===== src/rtl/result_collector_pkg.sv =====
// result_collector_pkg: shared sizing defaults and FSM state type for the result collector.
package result_collector_pkg;
  localparam int ROWS      = 8;
  localparam int ACC_WIDTH = 32;
  localparam int ADDR_W    = 10;
  typedef enum logic [1:0] {IDLE, COLLECT, DONE} collector_state_e;
endpackage


===== src/rtl/result_collector_deskew_line.sv =====
// deskew_line: valid+data shift register with enable and clear; depth 0 is a plain wire.
module deskew_line #(
  parameter int DEPTH = 1,
  parameter int W     = 32
) (
  input  logic         clk_i,
  input  logic         rst_async_n_i,
  input  logic         en_i,
  input  logic         clr_i,
  input  logic         valid_i,
  input  logic [W-1:0] data_i,
  output logic         valid_o,
  output logic [W-1:0] data_o
);
  if (DEPTH == 0) begin : g_wire
    logic unused_ok;
    assign unused_ok = ^{clk_i, rst_async_n_i, en_i, clr_i};
    assign valid_o   = valid_i;
    assign data_o    = data_i;
  end else begin : g_pipe
    logic [DEPTH-1:0]        v_q;
    logic [DEPTH-1:0][W-1:0] d_q;
    always_ff @(posedge clk_i or negedge rst_async_n_i)
      if (!rst_async_n_i) begin
        v_q <= '0;
        d_q <= '0;
      end else if (clr_i) begin
        v_q <= '0;
        d_q <= '0;
      end else if (en_i) begin
        v_q <= DEPTH'({v_q, valid_i});
        d_q <= (DEPTH*W)'({d_q, data_i});
      end
    assign valid_o = v_q[DEPTH-1];
    assign data_o  = d_q[DEPTH-1];
  end
endmodule


===== src/rtl/result_collector.sv =====
// result_collector: de-skews the systolic array's east rows and writes aligned columns to the result buffer.
module result_collector
  import result_collector_pkg::*;
#(
  parameter int ROWS      = result_collector_pkg::ROWS,
  parameter int ACC_WIDTH = result_collector_pkg::ACC_WIDTH,
  parameter int ADDR_W    = result_collector_pkg::ADDR_W
) (
  input  logic                               clk_i,
  input  logic                               rst_async_n_i,
  input  logic                               enable_i,
  input  logic [ADDR_W:0]                    cfg_num_pix_i,
  input  logic [ROWS-1:0]                    east_valid_i,
  input  logic [ROWS-1:0][ACC_WIDTH-1:0]     east_data_i,
  output logic                               rb_wr_en_o,
  output logic [ADDR_W-1:0]                  rb_addr_o,
  output logic [ROWS-1:0][ACC_WIDTH-1:0]     rb_data_o,
  output logic                               done_o,
  output logic                               err_o
);
  logic [ROWS-1:0]                al_v;
  logic [ROWS-1:0][ACC_WIDTH-1:0] al_d;
  collector_state_e               state_q;
  logic [ADDR_W-1:0]              addr_q, rb_addr_q;
  logic [ADDR_W:0]                cnt_q;
  logic [ROWS-1:0][ACC_WIDTH-1:0] data_q;
  logic                           wr_q, done_q, err_q;
  logic                           all_v, mixed_v, last;

  // row r lags row 0 by r cycles, so it needs ROWS-1-r stages to line up with the last row
  for (genvar r = 0; r < ROWS; r++) begin : g_row
    deskew_line #(.DEPTH(ROWS-1-r), .W(ACC_WIDTH)) u_line (
      .clk_i         (clk_i),
      .rst_async_n_i (rst_async_n_i),
      .en_i          (enable_i),
      .clr_i         (!enable_i),
      .valid_i       (east_valid_i[r]),
      .data_i        (east_data_i[r]),
      .valid_o       (al_v[r]),
      .data_o        (al_d[r])
    );
  end

  assign all_v   = &al_v;
  assign mixed_v = |al_v && !all_v;
  assign last    = (cnt_q + 1'b1) == cfg_num_pix_i;

  always_ff @(posedge clk_i or negedge rst_async_n_i)
    if (!rst_async_n_i) begin
      state_q   <= IDLE;
      addr_q    <= '0;
      cnt_q     <= '0;
      rb_addr_q <= '0;
      data_q    <= '0;
      wr_q      <= 1'b0;
      done_q    <= 1'b0;
      err_q     <= 1'b0;
    end else begin
      wr_q   <= 1'b0;
      done_q <= 1'b0;
      if (!enable_i) begin
        state_q   <= IDLE;
        addr_q    <= '0;
        cnt_q     <= '0;
        rb_addr_q <= '0;
        err_q     <= 1'b0;
      end else begin
        case (state_q)
          IDLE: begin
            state_q <= COLLECT;
            addr_q  <= '0;
            cnt_q   <= '0;
          end
          COLLECT: begin
            // a misaligned column is dropped entirely, even if it would have been the last one
            if (mixed_v) err_q <= 1'b1;
            else if (all_v) begin
              wr_q      <= 1'b1;
              rb_addr_q <= addr_q;
              data_q    <= al_d;
              addr_q    <= addr_q + 1'b1;
              cnt_q     <= cnt_q + 1'b1;
              if (last) begin
                done_q  <= 1'b1;
                state_q <= DONE;
              end
            end
          end
          default: ;
        endcase
      end
    end

  assign rb_wr_en_o = wr_q;
  assign rb_addr_o  = rb_addr_q;
  assign rb_data_o  = data_q;
  assign done_o     = done_q;
  assign err_o      = err_q;
endmodule

===== config.mk =====
export PLATFORM = sky130hd
export DESIGN_NAME = result_collector
export DESIGN_NICKNAME = d
export VERILOG_FILES = /design/src/rtl/result_collector_pkg.sv /design/src/rtl/result_collector_deskew_line.sv /design/src/rtl/result_collector.sv
export SDC_FILE = /design/constraint.sdc
export NUM_CORES = 2
export LEC_CHECK = 0
export BUFFER_PORTS_ARGS = -buffer_cell sky130_fd_sc_hd__buf_2
export CORE_UTILIZATION = 51
export DETAILED_ROUTE_END_ITERATION = 8
export GPL_TIMING_DRIVEN = 0
export PLACE_DENSITY = 0.78
export SETUP_SLACK_MARGIN = 0.2
export SYNTH_ARGS = -nofsm -noshare
export SYNTH_HDL_FRONTEND = slang
export SYNTH_SLANG_ARGS = --single-unit

===== constraint.sdc =====
create_clock -name clk_i -period 1.7 [get_ports clk_i]
set_input_delay 0.085 -clock clk_i [delete_from_list [all_inputs] [get_ports clk_i]]
set_output_delay 0.085 -clock clk_i [all_outputs]
set_load 0.02 [all_outputs]

==> run_results.csv <==
group,metric,value,unit
status,status,"finished with violations",
status,violations,"negative hold slack, negative setup slack",
synthesis,ys_ff_latch,1216,
global_routing,grt_max_degree,186,
floorplanning,pin_count,547,
synthesis,synth_area_leaders,"dfrtp_1, and2_1, nand2_1",
critical_path,arrival,2690,ps
synthesis,synth_top_cell_area_share,74.1,%
sta,slew-limit-headroom,41.5,%
pwr,vdd_drop_max,850,uV
sta,min_period,2100,ps
placed_design,gp_congestion,0.916,
synthesis,synth_edf_count,0,
floorplanning,start_util,51.7,%
clocking,clock_sinks,1216,
sta,tns,-36590,ps
final_layout,final_util,71.9,%
critical_path,worst_ep_required_time,2290,ps
critical_path,cp-endpoint,"state_q[1]",
pwr,p_sw,12.6,mW
route,drt-vias-per-instance,5.03,
sta,fin_crit_sh,124,%
sta,fmax,475,MHz
clocking,cts_root_buffer,"clkbuf_16",
pwr,swShare,21.7,%
pwr,p_leak,31.0,nW
synthesis,synth.largest_area_cell,"dfrtp_1",
route,post-route-drc-count,0,
route,initialDrtViolationCount,1880,
synthesis,synth_cell_types,48,
run,maxCapViolations,0,
pwr,comb_power_share,4.5,%
global_routing,grt_pass1_wl,160000,um
global_routing,grt_pass1_vias,28137,
synthesis,synthCells,3237,
critical_path,cp_slowest_stage_delay,450,ps
pwr,p_clk_share,44.0,%
clocking,clockBufferDepth,3,
route,ant_nets,0,
final_layout,design_area,57100,um2
clocking,htreeDepth,3,
sta,rsz0062_at_grt,"yes",
sta,finalHoldViolCount,293,
placed_design,port_buffers,546,
route,first_pass_iters,6,
critical_path,slowest_stage,"a221oi_4",
placed_design,dp_cells,4840,
final_layout,seq_area,30400,um2
pwr,p_seq_share,51.6,%
placed_design,hpwlAfterDp,62600,um
synthesis,synthesis.nets,3517,
floorplanning,fp.dieW,286,um
sta,tightestPinTransition,877,ps
critical_path,start_kind,"flop",
floorplanning,fp.dieH,286,um
floorplanning,rows,103,
pwr,p_int,45.3,mW
final_layout,multiInputGateArea,12100,um2
synthesis,syn_avg_cell_area,12.7,um2
synthesis,synth_area,41100,um2
sta,finalClockSkew,36.8,ps
route,drt_wl_total,117000,um
final_layout,layout.nets,4562,
final_layout,drive_gt1_share,33.9,%
critical_path,rr_worst_depth,6,
synthesis,yosys_warnings,0,
critical_path,r2r_end,"state_q[1]",
critical_path,critPathMaxFanout,5,
synthesis,synth_flop_cell,"dfrtp_1",
final_layout,areaGrowthSynthToFinish,39.0,%
critical_path,r2r-start,"cnt_q[2]",
pwr,power.density,1010,nW/um2
clocking,clk_latency,680,ps
critical_path,crit_start,"cnt_q[2]",
final_layout,stdcell_count,5428,
sta,whs,-658,ps
critical_path,cp_common_cell,"buf_4",
sta,report.final.slew_viol_count,0,
hold_path,hold_class,"input port to asynchronous set/reset pin",
critical_path,crit_chain,"buf_4 > buf_4 > and4_1 > nand4b_1 > a221oi_4 > a32o_1",
critical_path,crit_type,"flop to flop",
clocking,hold_buffers,265,
placed_design,place_area,45900,um2
placed_design,pre_cts_ws,-1200,ps
final_layout,nFillCells,4679,
global_routing,antenna_found_initial,15,
route,num_vias,27279,
clocking,cts_buffers,115,
sta,worst_slack,-404,ps
synthesis,postSynth.asyncResetShare,100,%
clocking,cts_tree,"built",
floorplanning,dieArea,81600,um2
pwr,total_power,57.8,mW
global_routing,overflow,0,
synthesis,ys_seq_area_share,74.1,%
floorplanning,core_area,79400,um2
route,post_drt_wl_per_cell,21.6,um
critical_path,end_kind,"flop",
sta,setup_viol,288,
clocking,clk_pin_slew_worst_paths,60,ps
global_routing,grtUsageTotal,26.1,%
critical_path,r2r_setup_slack,-400,ps
-- synth_stat cells, drive strengths merged (5+ instances only) --
cell	instances
dfrtp	1216
and2	929
nand2	783
clkbuf	106
buf	65
o21ai	24
a22o	13
a21oi	11
nor2	8
a31oi	6
nand3	6
xnor2	6
nor2b	5
o31ai	5
-- state kept, by name, summed over array words and instances (netlist names) --
| signal | flops |
|---|---|
| addr_q | 10 |
| rb_wr_en_o | 1 |
| rb_data_o | 256 |
| cnt_q | 11 |
| g_row.u_line.valid_o | 1 |
| g_row.u_line.data_o | 224 |
| done_o | 1 |
| state_q | 2 |
| rb_addr_o | 10 |
| g_row.u_line.g_pipe.d_q | 672 |
| g_row.u_line.g_pipe.v_q | 27 |
| err_o | 1 |
-- worst max-delay path, delay by kind of cell (launching register included) --
kind	cells	cell delay, ps
simple gates	2	740
buf+inv	2	240
compound gates	2	660
flops	1	370
-- final cells by class --
type	instances	share of cell area [%]
Inverter	4	0.0723
Antenna cell	7	0.0307
Timing Repair inverter	1	0.0351
Buffer	171	2.67
Clock inverter	41	0.800
Clock buffer	165	5.80
Timing Repair Buffer	927	13.7
Sequential cell	1216	53.3
Tap cell	1050	2.30
Multi-Input combinational cell	1846	21.3
-- routing by layer --
metal  track usage [%]  up-vias  part of all wire (%)
li1                  -    12025                     -
met1              29.7    13630                    36
met2              44.9     1165                    50
met3              6.40      451                   7.7
met4              15.0        8                   7.2
met5                 0        -                 0.053
-- repair_timing --
action                     in CTS  in global routing
setup endpoints to repair    1241                457
gates resized for setup       230                576
buffers inserted               34                 14
cloned                         38                 24
pin swaps                     170                316
hold endpoints to repair      577                172
-- worst min-delay path by stage --
stage	start	end	slack, ps	depth (start not counted)
6_report	rst_async_n_i	rb_data_o[242]	-660	1
5_1_grt	rst_async_n_i	rb_data_o[242]	-620	1
4_1_cts	rst_async_n_i	rb_data_o[225]	-630	1
3_5_place_dp	rst_async_n_i	rb_data_o[225]	80	1
3_3_place_gp	east_data_i[255]	rb_data_o[255]	280	3
2_1_floorplan	rst_async_n_i	addr_q[0]	-210	0
-- cells in the final DEF, fill, tap and decap left out, drive strengths merged, types with 5 or more instances in the layout --
cell	instances
a21oi	11
a22o	13
a31oi	6
and2	929
buf	702
bufinv	7
clkbuf	294
clkinv	28
clkinvlp	6
dfrtp	1216
diode	7
dlygate4sd3	265
inv	5
nand2	783
nand3	6
nor2	8
nor2b	5
o21ai	24
o31ai	5
xnor2	6
-- kinds of logic (layout without fill, tap and decap cells) --
group / count (synthesis) / in the layout / share of synthesized area, %
AOI/OAI and AO/OA: 72 / 72 / 1.18
xor gates and xnor gates: 11 / 11 / 0.271
adders and majority gates: 2 / 2 / 0.0609
buffers and inverters: 175 / 1309 / 2.30
DFF: 1216 / 1216 / 74.1
muxes: 1 / 1 / 0.0244
other: 0 / 7 / 0
and+or+nand+nor: 1760 / 1760 / 22.1
-- power groups by stage --
| stage | clock (mW) | combinational (mW) | sequential, mW |
|---|---|---|---|
| 3_5_place_dp | 0 | 1.91 | 30.3 |
| 3_3_place_gp | 0 | 1.73 | 30.3 |
| 4_1_cts | 25.5 | 2.48 | 29.7 |
| 6_report | 25.4 | 2.58 | 29.8 |
| 2_1_floorplan | 0 | 0.686 | 30.2 |
| 5_1_grt | 27.0 | 2.83 | 29.8 |
No activity file was read; power rests on OpenSTA's default activity.
